**config.mk**
```make
export PLATFORM = sky130hd
export DESIGN_NAME = cross_bar_arbiter_flat
export DESIGN_NICKNAME = d
export VERILOG_FILES = /design/src/rtl/cross_bar_arbiter.sv /design/src/rtl/cross_bar_arbiter_if.sv /design/src/flat_wrapper.sv
export SDC_FILE = /design/constraint.sdc
export NUM_CORES = 1
export LEC_CHECK = 0
export ABC_AREA = 1
export ABC_CLOCK_PERIOD_IN_PS = 2400
export CAP_MARGIN = 20
export CORE_ASPECT_RATIO = 0.5
export CORE_MARGIN = 1.5
export CORE_UTILIZATION = 31
export CTS_CLUSTER_DIAMETER = 120
export CTS_CLUSTER_SIZE = 30
export DETAILED_ROUTE_END_ITERATION = 6
export HOLD_SLACK_MARGIN = 0.1
export SKIP_LAST_GASP = 1
export SYNTH_ARGS = -nofsm -noshare
export SYNTH_HDL_FRONTEND = slang
export SYNTH_SLANG_ARGS = --single-unit
export TNS_END_PERCENT = 100
```
**constraint.sdc**
```tcl
create_clock -name clk -period 2.4 [get_ports clk]
set_input_delay 0.48 -clock clk [delete_from_list [all_inputs] [get_ports clk]]
set_output_delay 0.48 -clock clk [all_outputs]
set_load 0.1 [all_outputs]
```
**src/rtl/cross_bar_arbiter.sv**
```systemverilog
// Crossbar arbiter: one round-robin IDLE/BUSY FSM per slave picks which master drives it,
// and master_mux is the inverse map decoded from the registered slave selects.
package cross_bar_pkg;
    localparam int MASTER_N = 4;
    localparam int SLAVE_N  = 4;
    localparam int MASTER_W = 2;
    localparam int SLAVE_W  = 2;
    localparam int ADDR_W   = 8;
    typedef logic [ADDR_W-1:0] addr_t;
endpackage

module cross_bar_arbiter #(
    parameter int MASTER_N = cross_bar_pkg::MASTER_N,
    parameter int SLAVE_N  = cross_bar_pkg::SLAVE_N,
    parameter int MASTER_W = cross_bar_pkg::MASTER_W,
    parameter int SLAVE_W  = cross_bar_pkg::SLAVE_W
) (
    input  logic               clk,
    input  logic               aresetn,
    cross_bar_arbiter_if.slave bus
);
    localparam int ADDR_W = cross_bar_pkg::ADDR_W;
    localparam logic [MASTER_W:0] LAST_RST = (MASTER_W+1)'(MASTER_N);

    typedef enum logic {IDLE, BUSY} state_t;

    logic [SLAVE_W:0]  target [MASTER_N:1];
    logic [MASTER_W:0] grant_q [SLAVE_N:1];

    genvar gi;

    // Top address bits pick a 0-based slave; slaves are numbered from 1.
    generate
        for (gi = 1; gi <= MASTER_N; gi++) begin : g_dec
            assign target[gi] = {1'b0, bus.master_addr[gi][ADDR_W-1 -: SLAVE_W]} + (SLAVE_W+1)'(1);
        end
    endgenerate

    generate
        for (gi = 1; gi <= SLAVE_N; gi++) begin : g_slave
            state_t            state_q, state_d;
            logic [MASTER_W:0] grant_d;
            logic [MASTER_W:0] last_q, last_d;
            logic [MASTER_N:1] cand;
            logic              found;
            logic [MASTER_W:0] winner;
            logic [MASTER_W:0] probe;

            always_comb begin
                cand = '0;
                for (int m = 1; m <= MASTER_N; m++) begin
                    cand[m] = bus.master_req[m] && (target[m] == (SLAVE_W+1)'(gi));
                end
            end

            // Scan starting just after the last completed grant, wrapping MASTER_N -> 1.
            always_comb begin
                found  = 1'b0;
                winner = '0;
                probe  = '0;
                for (int k = 1; k <= MASTER_N; k++) begin
                    probe = (MASTER_W+1)'(((int'(last_q) - 1 + k) % MASTER_N) + 1);
                    if (!found && cand[probe]) begin
                        found  = 1'b1;
                        winner = probe;
                    end
                end
            end

            always_comb begin
                state_d = state_q;
                grant_d = grant_q[gi];
                last_d  = last_q;
                case (state_q)
                    IDLE: begin
                        if (found) begin
                            state_d = BUSY;
                            grant_d = winner;
                        end
                    end
                    BUSY: begin
                        // A dropped request wins over a simultaneous ack: abort, history kept.
                        if (!bus.master_req[grant_q[gi]]) begin
                            state_d = IDLE;
                            grant_d = '0;
                        end else if (bus.slave_ack[gi]) begin
                            state_d = IDLE;
                            grant_d = '0;
                            last_d  = grant_q[gi];
                        end
                    end
                    default: begin
                        state_d = IDLE;
                        grant_d = '0;
                    end
                endcase
            end

            always_ff @(posedge clk) begin
                if (!aresetn) begin
                    state_q     <= IDLE;
                    grant_q[gi] <= '0;
                    last_q      <= LAST_RST;
                end else begin
                    state_q     <= state_d;
                    grant_q[gi] <= grant_d;
                    last_q      <= last_d;
                end
            end
        end
    endgenerate

    always_comb begin
        bus.slave_mux = '0;
        for (int s = 1; s <= SLAVE_N; s++) begin
            bus.slave_mux[s] = grant_q[s];
        end
    end

    always_comb begin
        bus.master_mux = '0;
        for (int m = 1; m <= MASTER_N; m++) begin
            for (int s = 1; s <= SLAVE_N; s++) begin
                if (grant_q[s] == (MASTER_W+1)'(m)) begin
                    bus.master_mux[m] = (SLAVE_W+1)'(s);
                end
            end
        end
    end

    // A master must never be connected to two slaves at once.
    logic dup_grant;
    always_comb begin
        dup_grant = 1'b0;
        for (int a = 1; a <= SLAVE_N; a++) begin
            for (int b = a + 1; b <= SLAVE_N; b++) begin
                if (grant_q[a] != '0 && grant_q[a] == grant_q[b]) begin
                    dup_grant = 1'b1;
                end
            end
        end
    end

    always_ff @(posedge clk) begin
        if (aresetn) begin
            assert (!dup_grant);
        end
    end
endmodule

```
**src/rtl/cross_bar_arbiter_if.sv**
```systemverilog
// Request/address/acknowledge bundle between bus masters, slaves and the crossbar arbiter.
// The arbiter sits on the slave modport; whoever drives the requests uses the master modport.
interface cross_bar_arbiter_if #(
    parameter int MASTER_N = 4,
    parameter int SLAVE_N  = 4,
    parameter int MASTER_W = 2,
    parameter int SLAVE_W  = 2,
    parameter int ADDR_W   = 8
);
    logic [MASTER_N:1]              master_req;
    logic [MASTER_N:1][ADDR_W-1:0]  master_addr;
    logic [SLAVE_N:1]               slave_ack;
    logic [SLAVE_N:1][MASTER_W:0]   slave_mux;
    logic [MASTER_N:1][SLAVE_W:0]   master_mux;

    modport master (
        output master_req,
        output master_addr,
        output slave_ack,
        input  slave_mux,
        input  master_mux
    );

    modport slave (
        input  master_req,
        input  master_addr,
        input  slave_ack,
        output slave_mux,
        output master_mux
    );
endinterface

```
**src/flat_wrapper.sv**
```systemverilog
// flat-port wrapper written by rule: the top's interface ports become plain ports
module cross_bar_arbiter_flat 
#(
    parameter int MASTER_N = cross_bar_pkg::MASTER_N,
    parameter int SLAVE_N  = cross_bar_pkg::SLAVE_N,
    parameter int MASTER_W = cross_bar_pkg::MASTER_W,
    parameter int SLAVE_W  = cross_bar_pkg::SLAVE_W
)
  (clk, aresetn, bus_master_req, bus_master_addr, bus_slave_ack, bus_slave_mux, bus_master_mux);
  cross_bar_arbiter_if #(.MASTER_N(MASTER_N), .SLAVE_N(SLAVE_N), .MASTER_W(MASTER_W), .SLAVE_W(SLAVE_W), .ADDR_W(8)) bus_i ();
  input  logic clk;
  input  logic aresetn;
  input wire logic [$bits(bus_i.master_req)-1:0] bus_master_req;
  input wire logic [$bits(bus_i.master_addr)-1:0] bus_master_addr;
  input wire logic [$bits(bus_i.slave_ack)-1:0] bus_slave_ack;
  output wire logic [$bits(bus_i.slave_mux)-1:0] bus_slave_mux;
  output wire logic [$bits(bus_i.master_mux)-1:0] bus_master_mux;
  assign bus_i.master_req = bus_master_req;
  assign bus_i.master_addr = bus_master_addr;
  assign bus_i.slave_ack = bus_slave_ack;
  assign bus_slave_mux = bus_i.slave_mux;
  assign bus_master_mux = bus_i.master_mux;
  cross_bar_arbiter #(.MASTER_N(MASTER_N), .SLAVE_N(SLAVE_N), .MASTER_W(MASTER_W), .SLAVE_W(SLAVE_W)) u_core (.clk(clk), .aresetn(aresetn), .bus(bus_i));
endmodule
```
Word-level counts from Yosys, hierarchy flattened
Memories as Yosys holds them, arrays and structs flattened.
Cells that the tools add are included.
{"block": "totals", "ff_bits": 16, "ramBits": 12, "inputBits": 42, "out_inout_bits": 24, "mem_count": 1}
{"name": "u_core.grant_q", "depth": 4, "width": 3, "rd": 4, "rd_ports_with_merged_regs": 0, "write_ports": 4, "line_no": "cross_bar_arbiter.sv:28", "source": "logic [MASTER_W:0] grant_q [SLAVE_N:1];"}
{"block": "op_classes", "addsub": 40, "order_cmp": 20, "eq_ne": 32, "n_mux": 126, "bitwise": 24, "n_reduce_logical": 60}
{"operator": "32-bit by 3-bit adder with 32-bit output, second input constant", "n": 8}
{"operator": "32-bit by 2-bit adder with 32-bit output, second input constant", "n": 4}
{"operator": "32-bit by 4-bit adder with 32-bit output, second input constant", "n": 4}
{"operator": "3-bit two-way mux", "n": 36}
{"operator": "3-bit by 4-bit < comparator with 1-bit output, second input constant", "n": 20}
{"operator": "1-bit binary-select mux with 3-bit select", "n": 20}
{"operator": "1-bit two-way mux", "n": 54}
{"operator": "3-bit by 2-bit adder with 3-bit output, second input constant", "n": 16}
{"operator": "3-bit by 2-bit == test with 1-bit output, second input constant", "n": 16}
{"operator": "2-bit OR reduction", "n": 16}
{"operator": "1-bit logical AND", "n": 28}
{"operator": "3-bit by 1-bit == test with 1-bit output, second input constant", "n": 8}
{"operator": "3-bit == test, second input constant", "n": 8}
{"operator": "3-bit one-hot mux with 2 select lines", "n": 4}
{"operator": "1-bit bitwise AND", "n": 16}
{"operator": "2-bit two-way mux", "n": 8}
{"operator": "3-bit by 1-bit subtractor with 4-bit output, second input constant", "n": 4}
{"operator": "2-bit by 1-bit adder with 3-bit output, second input constant", "n": 4}
{"operator": "1-bit logical NOT", "n": 12}
{"operator": "3-bit AND reduction", "n": 4}
{"operator": "1-bit one-hot mux with 2 select lines", "n": 4}
{"operator": "1-bit NOT", "n": 4}
{"operator": "1-bit OR", "n": 4}

Longest topological paths before layout
Gate-level depths: netlist of the first run.
{"block": "depth", "depth_word": 20, "mapped_depth": 17, "ltp_nobuf": 16}

Least setup slack after synthesis of the first run
No wires, ideal clock.
{"block": "synth_path", "path_type": "flip-flop to output port", "start": "register u_core.grant_q[0][13] (netlist name)", "end": "output bus_master_mux[6]", "arrival_time_ps": 4731, "slack_ps": -2811, "path_stages_with_launch": 4, "path_buffers": 0, "path_cell_list": "dfxtp_1 > inv_1 > nor3_1 > a21oi_1"}
{"item": "end, declared", "line_no": "flat_wrapper.sv:17", "source": "output wire logic [$bits(bus_i.master_mux)-1:0] bus_master_mux;"}

==> results.yml, run 1 <==
route:
  drc_errors: 0
  final_antenna_net_count: 0
  drt-initial-drc-count: 177
  drtPass1Iterations: 4
  finalWirelength_um: 9830
  vias: 3889
  vias_per_cell: 4.86
  post_drt_wl_per_cell_um: 12.3
synth:
  syn-cell-area_sq_um: 3330
  yosys-top-cells-area: "nand2_1 (17%), dfxtp_1 (16%), nand3_1 (15%)"
  synth_flop_cell: "dfxtp_1"
  synthDistinctLibCells: 38
  yosysWarnings: 0
  synth_top_area_share_pct: 17.3
  synth_fp_nets: 650
  synth-edff-count: 0
  synth_top_cell_by_area: "nand2_1"
  async_flop_share_pct: 0
  netlist_instances: 584
  yosysSeqAreaShare_pct: 15.6
  synth.avg_cell_area_sq_um: 5.71
  ys_seq_elements: 26
pwr:
  peakVddDrop_uv: 271
  power.total_uw: 2600
  combPwrFrac_pct: 63.0
  seq_power_share_pct: 22.1
  powerDensity_nw_per_um2: 576
  leakagePower_uw: 0.00213
  p_clk_share_pct: 14.9
  power.switching_uw: 1350
  switching_share_pct: 51.8
  p_int_uw: 1250
clock_tree:
  cts_tree: "yes"
  cts_setup_buffers: 0
  clockRootBuffer: "clkbuf_16"
  cts.sinks: 26
  clk_latency_ns: 0.26
  clockBufferDepth: 2
  clkTransAtPathRegs_ns: 0.07
  cts_buffers: 3
  htree_levels: 1
placement:
  dp.cells: 796
  io_buffer_count: 41
  routabilityCongestion: 0.869
  placed_area_sq_um: 4420
  post-dp-hpwl_um: 8080
setup_path:
  critPathLaunchType: "primary input"
  crit_arrival_ns: 2.38
  required_ns: 2.52
  cp-end-kind: "flip-flop"
  worstSetupPathType: "primary input to flip-flop"
  cp_max_fo: 8
sta:
  grt_setup_unrepaired: "yes"
  worst_pin_slew_ns: 0.575
  setup_tns_ns: 0
  fmax_mhz: 442
  relSlewSlack_pct: 61.6
  finalSetupViolCount: 0
  skew_ns: 0.00136
  hold_viol_final: 0
  period_share_pct: 94.3
  maxSlewViolCount: 0
  fin_crit_ns: 2.26
floorplanning:
  ios: 66
  die_x_um: 150
  num_rows: 26
  core-area_sq_um: 10300
  initial_core_util_pct: 32.2
  dieArea_sq_um: 11400
  die-height_um: 76.3
layout:
  final_common_cell: "nand2_1"
  final_layout_size_suffix_gt1_share_pct: 20.6
  design_area_sq_um: 4510
  utilization_pct: 43.6
  final_cell_mix: "nand2_1 (154), nand3_1 (98), inv_1 (79), buf_4 (51), nor2_1 (38)"
  fin_nets: 727
  area_growth_pct: 35.4
  finalNonFillerCells: 800
  antennaDiodeCount: 0
grt:
  grt_pass1_wl_um: 16700
  grt_overflow_total: 0
  grt_max_degree: 16
  first_global_vias: 3606
  grt_use_total_pct: 17.8
  grt_antenna_before_repair: 0
job:
  drv_cap: 0
min_path:
  worstHoldPathType: "flip-flop to flip-flop"
run_status:
  outcome: "finished, final reports clean"
[sequential cells by signal, indices dropped and copies added, names as in the netlist]
signal / count
u_core.grant_q: 12
u_core.g_slave.state_q: 4
u_core.g_slave.last_q: 10
[metal layers]
layer / vias to the layer above / global-route usage [%] / wire (um)
li1: 2092 / - / -
met1: 1729 / 24.9 / 5000
met2: 58 / 29.7 / 4480
met3: 10 / 1.38 / 217
met4: 0 / 3.92 / 131
met5: - / 0 / 0
[stage by stage]
step	hold slack, ns	setup WS [ns]
final	0.497	0.136
after global routing	0.555	-0.0369
after CTS	0.496	0.186
after detailed placement	0.487	-0.0820
after global placement	0.483	-0.0556
after floorplan	0.451	-0.0455
[timing repair]
item / 4_1_cts / 5_1_grt
resized for setup: 0 / 7
hold buffers: 0 / 0
setup endpoints to repair: 0 / 5
[synth_stat cells, types with 4 or more instances]
master and instances:
nand2_2 9, a21oi_1 40, nand3_2 5, o211ai_1 4, inv_1 82, ha_1 24, nand4_1 23, o21ai_0 20
nor2_2 7, inv_2 8, nor3_1 8, dfxtp_1 26, nand3_1 99, nor2_1 38, nand2_1 154
[area by class of cell]
type | instances | area [sq um]
Tap cell | 140 | 175
Timing Repair Buffer | 80 | 798
Sequential cell | 26 | 538
Multi-Input combinational cell | 458 | 2560
Clock buffer | 4 | 78.8
Fill cell | 1121 | 5830
Inverter | 92 | 362
[power groups by stage]
stage          clock network, uW  logic (uW)  registers [uW]
6_report                     388        1640             576
5_1_grt                      414        1760             587
4_1_cts                      400        1640             576
3_5_place_dp                   0        1640             585
3_3_place_gp                   0        1630             585
2_1_floorplan                  0         940             781
[cell families (layout without fill, tap and decap cells)]
kind of cell / Yosys count / in the layout / share of synthesized area [%]
buffers and inverters: 100 / 176 / 12.0
AO/OA/AOI/OAI: 75 / 75 / 12.5
flip-flops: 26 / 26 / 15.6
AND/OR/NAND/NOR: 359 / 359 / 50.9
adder cells (fa/ha/maj): 24 / 24 / 9.01
[final timing paths]
path,from,end,slack (ns),cells after the start
setup reg to reg,u_core.g_slave[1].last_q[1]$_SDFFE_PN0P_,u_core.grant_q[0][3]$_SDFFE_PN0P_,0.24,12
hold / removal,u_core.g_slave[4].last_q[2]$_SDFFE_PN1P_,u_core.g_slave[4].last_q[2]$_SDFFE_PN1P_,0.50,2
hold reg to reg,u_core.g_slave[4].last_q[2]$_SDFFE_PN1P_,u_core.g_slave[4].last_q[2]$_SDFFE_PN1P_,0.50,2
setup / recovery,bus_master_addr[6],u_core.grant_q[0][4]$_SDFFE_PN0P_,0.14,14
[critical path, stage by stage]
cell             delay [ns]
clkdlybuf4s50_1        0.46
inv_1                  0.14
buf_4                  0.12
nand2_1                0.04
nor2_1                 0.25
nand2_1                0.08
nand3_1                0.09
nand3_2                0.17
nand3_1                0.18
o21ai_0                0.10
nand2_1                0.06
nand3_1                0.06
nand2_1                0.07
a21oi_1                0.06
Note: power is estimated with default switching activity, not from simulation.
==> inputs of run 2 (changes only) <==
--- a/config.mk
+++ b/config.mk
@@ -9,7 +9,6 @@
 export ABC_CLOCK_PERIOD_IN_PS = 2400
 export CAP_MARGIN = 20
 export CORE_ASPECT_RATIO = 0.5
-export CORE_MARGIN = 1.5
 export CORE_UTILIZATION = 31
 export CTS_CLUSTER_DIAMETER = 120
 export CTS_CLUSTER_SIZE = 30
==> results.yml, run 2 (synthesized netlist as in run 1, its figures left out) <==
setup_path:
  required_ns: 2.52
  cpMostUsedCell: "nand3_1"
  r2r_cells: 12
  r2r_slack_ns: 0.23
  crit_buf_inv: 2
  cp.depth: 13
  crit_arrival_ns: 2.33
  crit_start: "bus_master_addr[31]"
  worstSetupPathType: "primary input to flip-flop"
  cp_max_fo: 5
  cp_cell_sequence: "clkdlybuf4s50_1 > nand2_1 > nor2_1 > buf_4 > nand3_1 > nand3_1 > nand2_4 > nand3_1 > nand2_1 > nand2_1 > nand3_1 > nand3_1 > a21oi_1"
  critPathTopFamily: "simple AND/OR/NAND/NOR gates"
  critPathLaunchType: "primary input"
  reg2reg_from: "u_core.g_slave[1].last_q[1]$_SDFFE_PN0P_"
  r2r-end: "u_core.grant_q[0][3]$_SDFFE_PN0P_"
  cp-end-kind: "flip-flop"
  max_stage_delay_ns: 0.55
  setup.worst_path.end: "u_core.grant_q[0][10]$_SDFFE_PN0P_"
  crit_slowest_cell: "clkdlybuf4s50_1"
layout:
  design_area_sq_um: 4510
  final_common_cell: "nand2_1"
  area_growth_pct: 35.1
  biggestRegsByFlops: "u_core.grant_q: 12 flops, u_core.g_slave.last_q: 10 flops, u_core.g_slave.state_q: 4 flops"
  antennaDiodeCount: 0
  final_cell_mix: "nand2_1 (154), nand3_1 (98), inv_1 (79), buf_4 (50), nor2_1 (36)"
  final_layout_size_suffix_gt1_share_pct: 20.5
  fin_nets: 726
  largest_reg_flops: 12
  utilization_pct: 43.6
  max_flop_register: "u_core.grant_q"
job:
  drv_cap: 0
clock_tree:
  clkTransAtPathRegs_ns: 0.07
  cts.sinks: 26
  clockBufferDepth: 2
  hold_buffers: 0
  cts_buffers: 3
  htree_levels: 1
  cts_resized: 0
  cts_tree: "yes"
  cts_setup_buffers: 0
  clk_latency_ns: 0.26
  clockRootBuffer: "clkbuf_16"
sta:
  finalSetupViolCount: 0
  grt_setup_unrepaired: "yes"
  worst_slack_ns: 0.188
  worst_pin_slew_ns: 0.564
  hold_viol_final: 0
  period_share_pct: 92.2
  relSlewSlack_pct: 62.3
  skew_ns: 0.000837
  fin_hold_ws_ns: 0.507
  setup_tns_ns: 0
  fin_crit_ns: 2.21
  maxSlewViolCount: 0
  fmax_mhz: 452
placement:
  routabilityCongestion: 0.911
  place_ws_ns: -0.0818
  io_buffer_count: 41
  placed_area_sq_um: 4410
  post-dp-hpwl_um: 7940
grt:
  first_global_vias: 3416
  grt_pass1_wl_um: 16200
  busiest_layer: "met2"
  grtUsageMet3_pct: 1.20
  grt_antenna_before_repair: 0
  grt_max_degree: 16
  grt_overflow_total: 0
  use_met1_pct: 24.6
  grt_use_total_pct: 18.1
  use_met2_pct: 32.3
route:
  vias_per_cell: 4.81
  drc_errors: 0
  vias: 3847
  drt-initial-drc-count: 163
  finalWirelength_um: 9680
  drtPass1Iterations: 4
  final_antenna_net_count: 0
  post_drt_wl_per_cell_um: 12.1
floorplanning:
  initial_core_util_pct: 32.2
  core-area_sq_um: 10300
  ios: 66
  die_x_um: 149
  dieArea_sq_um: 11200
  num_rows: 26
  die-height_um: 75.3
run_status:
  outcome: "finished, final reports clean"
pwr:
  leakagePower_uw: 0.00214
  powerDensity_nw_per_um2: 577
  peakVddDrop_uv: 416
min_path:
  worstHoldPathType: "flip-flop to flip-flop"
run 2: cell type report:
cell class                      instances  area, sq um
Tap cell                              140          175
Clock buffer                            4         78.8
Multi-Input combinational cell        458         2560
Inverter                               92          362
Timing Repair Buffer                   79          796
Sequential cell                        26          538
Fill cell                            1097         5840
run 2: worst register-to-register path, delay by kind of cell, from the launching register on:
| family | cells | cell delay [ns] |
|---|---|---|
| flip-flops | 1 | 0.36 |
| buffers and inverters | 2 | 0.16 |
| AO/OA/AOI/OAI | 3 | 0.46 |
| adder cells (fa/ha/maj) | 1 | 0.41 |
| AND/OR/NAND/NOR | 6 | 0.63 |
run 2: how the worst min path moves through the flow:
stage | startpoint | endpoint | slack [ns] | depth (start not counted)
3_3_place_gp | u_core.g_slave[4].last_q[2]$_SDFFE_PN1P_ | u_core.g_slave[4].last_q[2]$_SDFFE_PN1P_ | 0.49 | 2
5_1_grt | u_core.g_slave[2].state_q$_SDFF_PN0_ | u_core.g_slave[2].state_q$_SDFF_PN0_ | 0.55 | 2
6_report | u_core.g_slave[4].last_q[2]$_SDFFE_PN1P_ | u_core.g_slave[4].last_q[2]$_SDFFE_PN1P_ | 0.51 | 2
4_1_cts | u_core.g_slave[4].last_q[2]$_SDFFE_PN1P_ | u_core.g_slave[4].last_q[2]$_SDFFE_PN1P_ | 0.51 | 2
3_5_place_dp | u_core.grant_q[0][8]$_SDFFE_PN0P_ | u_core.grant_q[0][8]$_SDFFE_PN0P_ | 0.50 | 2
2_1_floorplan | u_core.g_slave[4].last_q[2]$_SDFFE_PN1P_ | u_core.g_slave[4].last_q[2]$_SDFFE_PN1P_ | 0.45 | 2
run 2: metrics by stage:
step                cells  power [uW]
finish                799        2600
detailed placement    795        2210
global route          799        2770
CTS                   799        2620
floorplan             584        1720
global placement      795        2210
run 2: where the power goes:
| part | switching, uW | leakage (uW) | total (uW) | internal [uW] |
|---|---|---|---|---|
| registers | 89.3 | 0.000217 | 579 | 489 |
| logic | 1100 | 0.00189 | 1630 | 532 |
| clock network | 167 | 0.0000382 | 395 | 228 |
run 2: layer usage:
layer	part of all wire (%)	routed length, um	up-vias
met3	2.7	259	7
met4	0.81	78	0
met2	46	4430	51
li1	-	-	2079
met5	0	0	-
met1	51	4910	1710
==> variant (settings of run 1) <==
`SLAVE_N` is set to 4 in 2 places; all go to 5.
--- a/src/rtl/cross_bar_arbiter.sv
+++ b/src/rtl/cross_bar_arbiter.sv
@@ -3,5 +3,5 @@
 package cross_bar_pkg;
     localparam int MASTER_N = 4;
-    localparam int SLAVE_N  = 4;
+    localparam int SLAVE_N  = 5;
     localparam int MASTER_W = 2;
     localparam int SLAVE_W  = 2;
--- a/src/rtl/cross_bar_arbiter_if.sv
+++ b/src/rtl/cross_bar_arbiter_if.sv
@@ -3,5 +3,5 @@
 interface cross_bar_arbiter_if #(
     parameter int MASTER_N = 4,
-    parameter int SLAVE_N  = 4,
+    parameter int SLAVE_N  = 5,
     parameter int MASTER_W = 2,
     parameter int SLAVE_W  = 2,
Ports: changed (resized bus_slave_ack and bus_slave_mux); port bits go from 66 to 70. The function was not compared with the original's and may differ.
==> variant against run 1 <==
Register-to-register slack lost 0.096 ns; via count increased by 1.9%; clock skew grew 0.0025 ns; final area is 4.0% higher; global-route usage fell by 1.4 points; worst setup slack better by 0.0082 ns; area after synthesis rose by 8.9%; power decreased by 15%; count of clock-buffer cells in the layout increased by 4; wire length rose by 1.5%; sequential share of layout area rose by 1.6 points; first-iteration DRC count down 6.2%; worst hold slack got worse by 0.059 ns; sequential cell count grew 4; critical endpoint is now u_core.grant_q[0][8].
==> variant: results (changes against run 1) <==
Clock network
  – Longest Clk Path Bufs: 2 (unchanged)
  – H-tree depth: 2 (+1)
  – Clock buffer count from CTS: 5 (+2)
  – Post-CTS Setup Bufs: 0 (unchanged)
  – Reg clk slew, reported paths: 0.05 ns (-0.02 ns)
  – Clock Latency Late Sink: 0.28 ns (+0.02 ns)

Critical path
  – R2R depth: 13 (+1)
  – Critical Path AT: 2.41 ns (+0.03 ns)
  – CP max stage cell: ha_1
  – Crit-path max FO: 9 (+1)

Yosys
  – Synth top area cells: dfxtp_1, nand2_1, nand3_1
  – Post-Synth Adder-Cell Area: 8.27% (-0.74 points)
  – Main flop type after synthesis: dfxtp_1
  – Post-synthesis compound-gate area fraction: 12.3% (-0.23 points)
  – Xor and xnor area share after synthesis: 0.965% (+0.96 points)
  – Mux contribution to synthesized area: 0.276% (+0.28 points)
  – Synth cell count leaders: nand2_1, nand3_1, inv_1
  – Netlist cell types: 45 (+18%)
  – Synth Instances: 615 (+5.3%)
  – Syn nets: 682 (+4.9%)
  – Post-synthesis sequential area ratio: 16.5% (+0.92 points)

Place
  – DP Wirelength: 8270 um (+2.3%)
  – Routability cong.: 0.861 (-0.86%)
  – Placed cell count: 835 (+4.9%)
  – PortBufs: 45 (+9.8%)

Layout
  – Regs by FF count: u_core.grant_q x15, u_core.g_slave.last_q x10, u_core.g_slave.state_q x5
  – Share of layout cells above drive strength 1: 20.2% (-0.43 points)
  – Nets@finish: 750 (+3.2%)

Detailed routing
  – Final wirelength: 9980 um (+1.5%)
  – Met1 WL: 5090 um (+1.8%)
  – Via count: 3964 (+1.9%)
  – DR vias/cell: 4.70 (-3.3%)
  – WL met3: 318 um (+47%)
  – WL met2: 4490 um (+0.16%)
  – Iteration count of the initial detailed-routing pass: 5 (+1)

Outcome
  – Status: finished, final reports clean

Power
  – VDD IR-drop max: 0.000262 V (-3.3%)
  – Leakage power: 2.22 nW (+4.3%)

Global routing
  – Vias in the first global route: 3570 (-1.0%)
  – Largest net degree at the start of global routing: 17 (+1)
  – Tot GR Track Use: 16.4% (-1.4 points)

STA
  – Worst Tran Pin Value: 0.469 ns (-0.106 ns)
  – Clock skew: 0.00384 ns (+0.00247 ns)
[variant: changes by cell type after synthesis, moves of 3 or more]
cell     change
a21oi_1      -8
buf_4        +5
dfxtp_1      +4
nand2_1      +5
nand2_4      +6
nand4_1      -8
nor2_1      +13
nor3_1       +7
o21ai_0      -4
o21ai_1      +3
xor2_1       +3
[variant: layout make-up]
cell class | instances | area share (%)
multi-input combinational | 479 | 56.2
timing repair buffer | 74 | 15.7
sequential | 30 | 13.5
inverter | 93 | 7.49
tap | 159 | 4.24
clock buffer | 8 | 2.90
[variant: worst paths after layout]
| path | slack (ns) | from | endpoint |
|---|---|---|---|
| min reg2reg | 0.44 | u_core.g_slave[5].state_q | u_core.g_slave[5].state_q |
| max reg2reg | 0.14 | u_core.g_slave[2].last_q[1] | u_core.grant_q[0][8] |
| min | 0.44 | u_core.g_slave[5].state_q | u_core.g_slave[5].state_q |
| max | 0.14 | u_core.g_slave[2].last_q[1] | u_core.grant_q[0][8] |
[variant: what timing repair did]
action,in CTS,in global routing
setup endpoints to repair,0,7
resized for setup,0,4
hold buffers,0,0
[variant: through the flow]
stage	hold WS (ns)	utilization (%)	instance area, sq um	worst slack, ns	power (W)
2_1_floorplan	0.421	-	3710	-0.0736	0.00132
3_3_place_gp	0.428	40.6	4550	-0.0473	0.00163
3_5_place_dp	0.435	40.6	4550	-0.0682	0.00163
4_1_cts	0.443	41.8	4690	0.0900	0.00223
5_1_grt	0.476	41.9	4700	-0.0757	0.00234
6_report	0.438	41.9	4700	0.144	0.00222
[variant: kinds of logic (layout without fill, tap and decap cells)]
logic type / Yosys count / after routing
mux: 1 / 1
compound gates: 73 / 73
xor+xnor: 4 / 4
buf+inv: 106 / 175
flops: 30 / 30
simple gates: 377 / 377
fa+ha+maj: 24 / 24
[variant: tightest hold or removal path: stages, from the launching register on]
cell     delay [ns]
dfxtp_1        0.29
inv_1          0.06
nor4_1         0.05
[variant: power breakdown]
part           switching (W)  internal, W
combinational       0.000705     0.000339
clock               0.000209     0.000384
sequential         0.0000463     0.000534
[variant: metal layers]
layer	track usage (%)	vias up
met5	0	-
met4	2.57	0
met3	2.28	7
met2	28.4	50
met1	22.1	1749
li1	-	2158
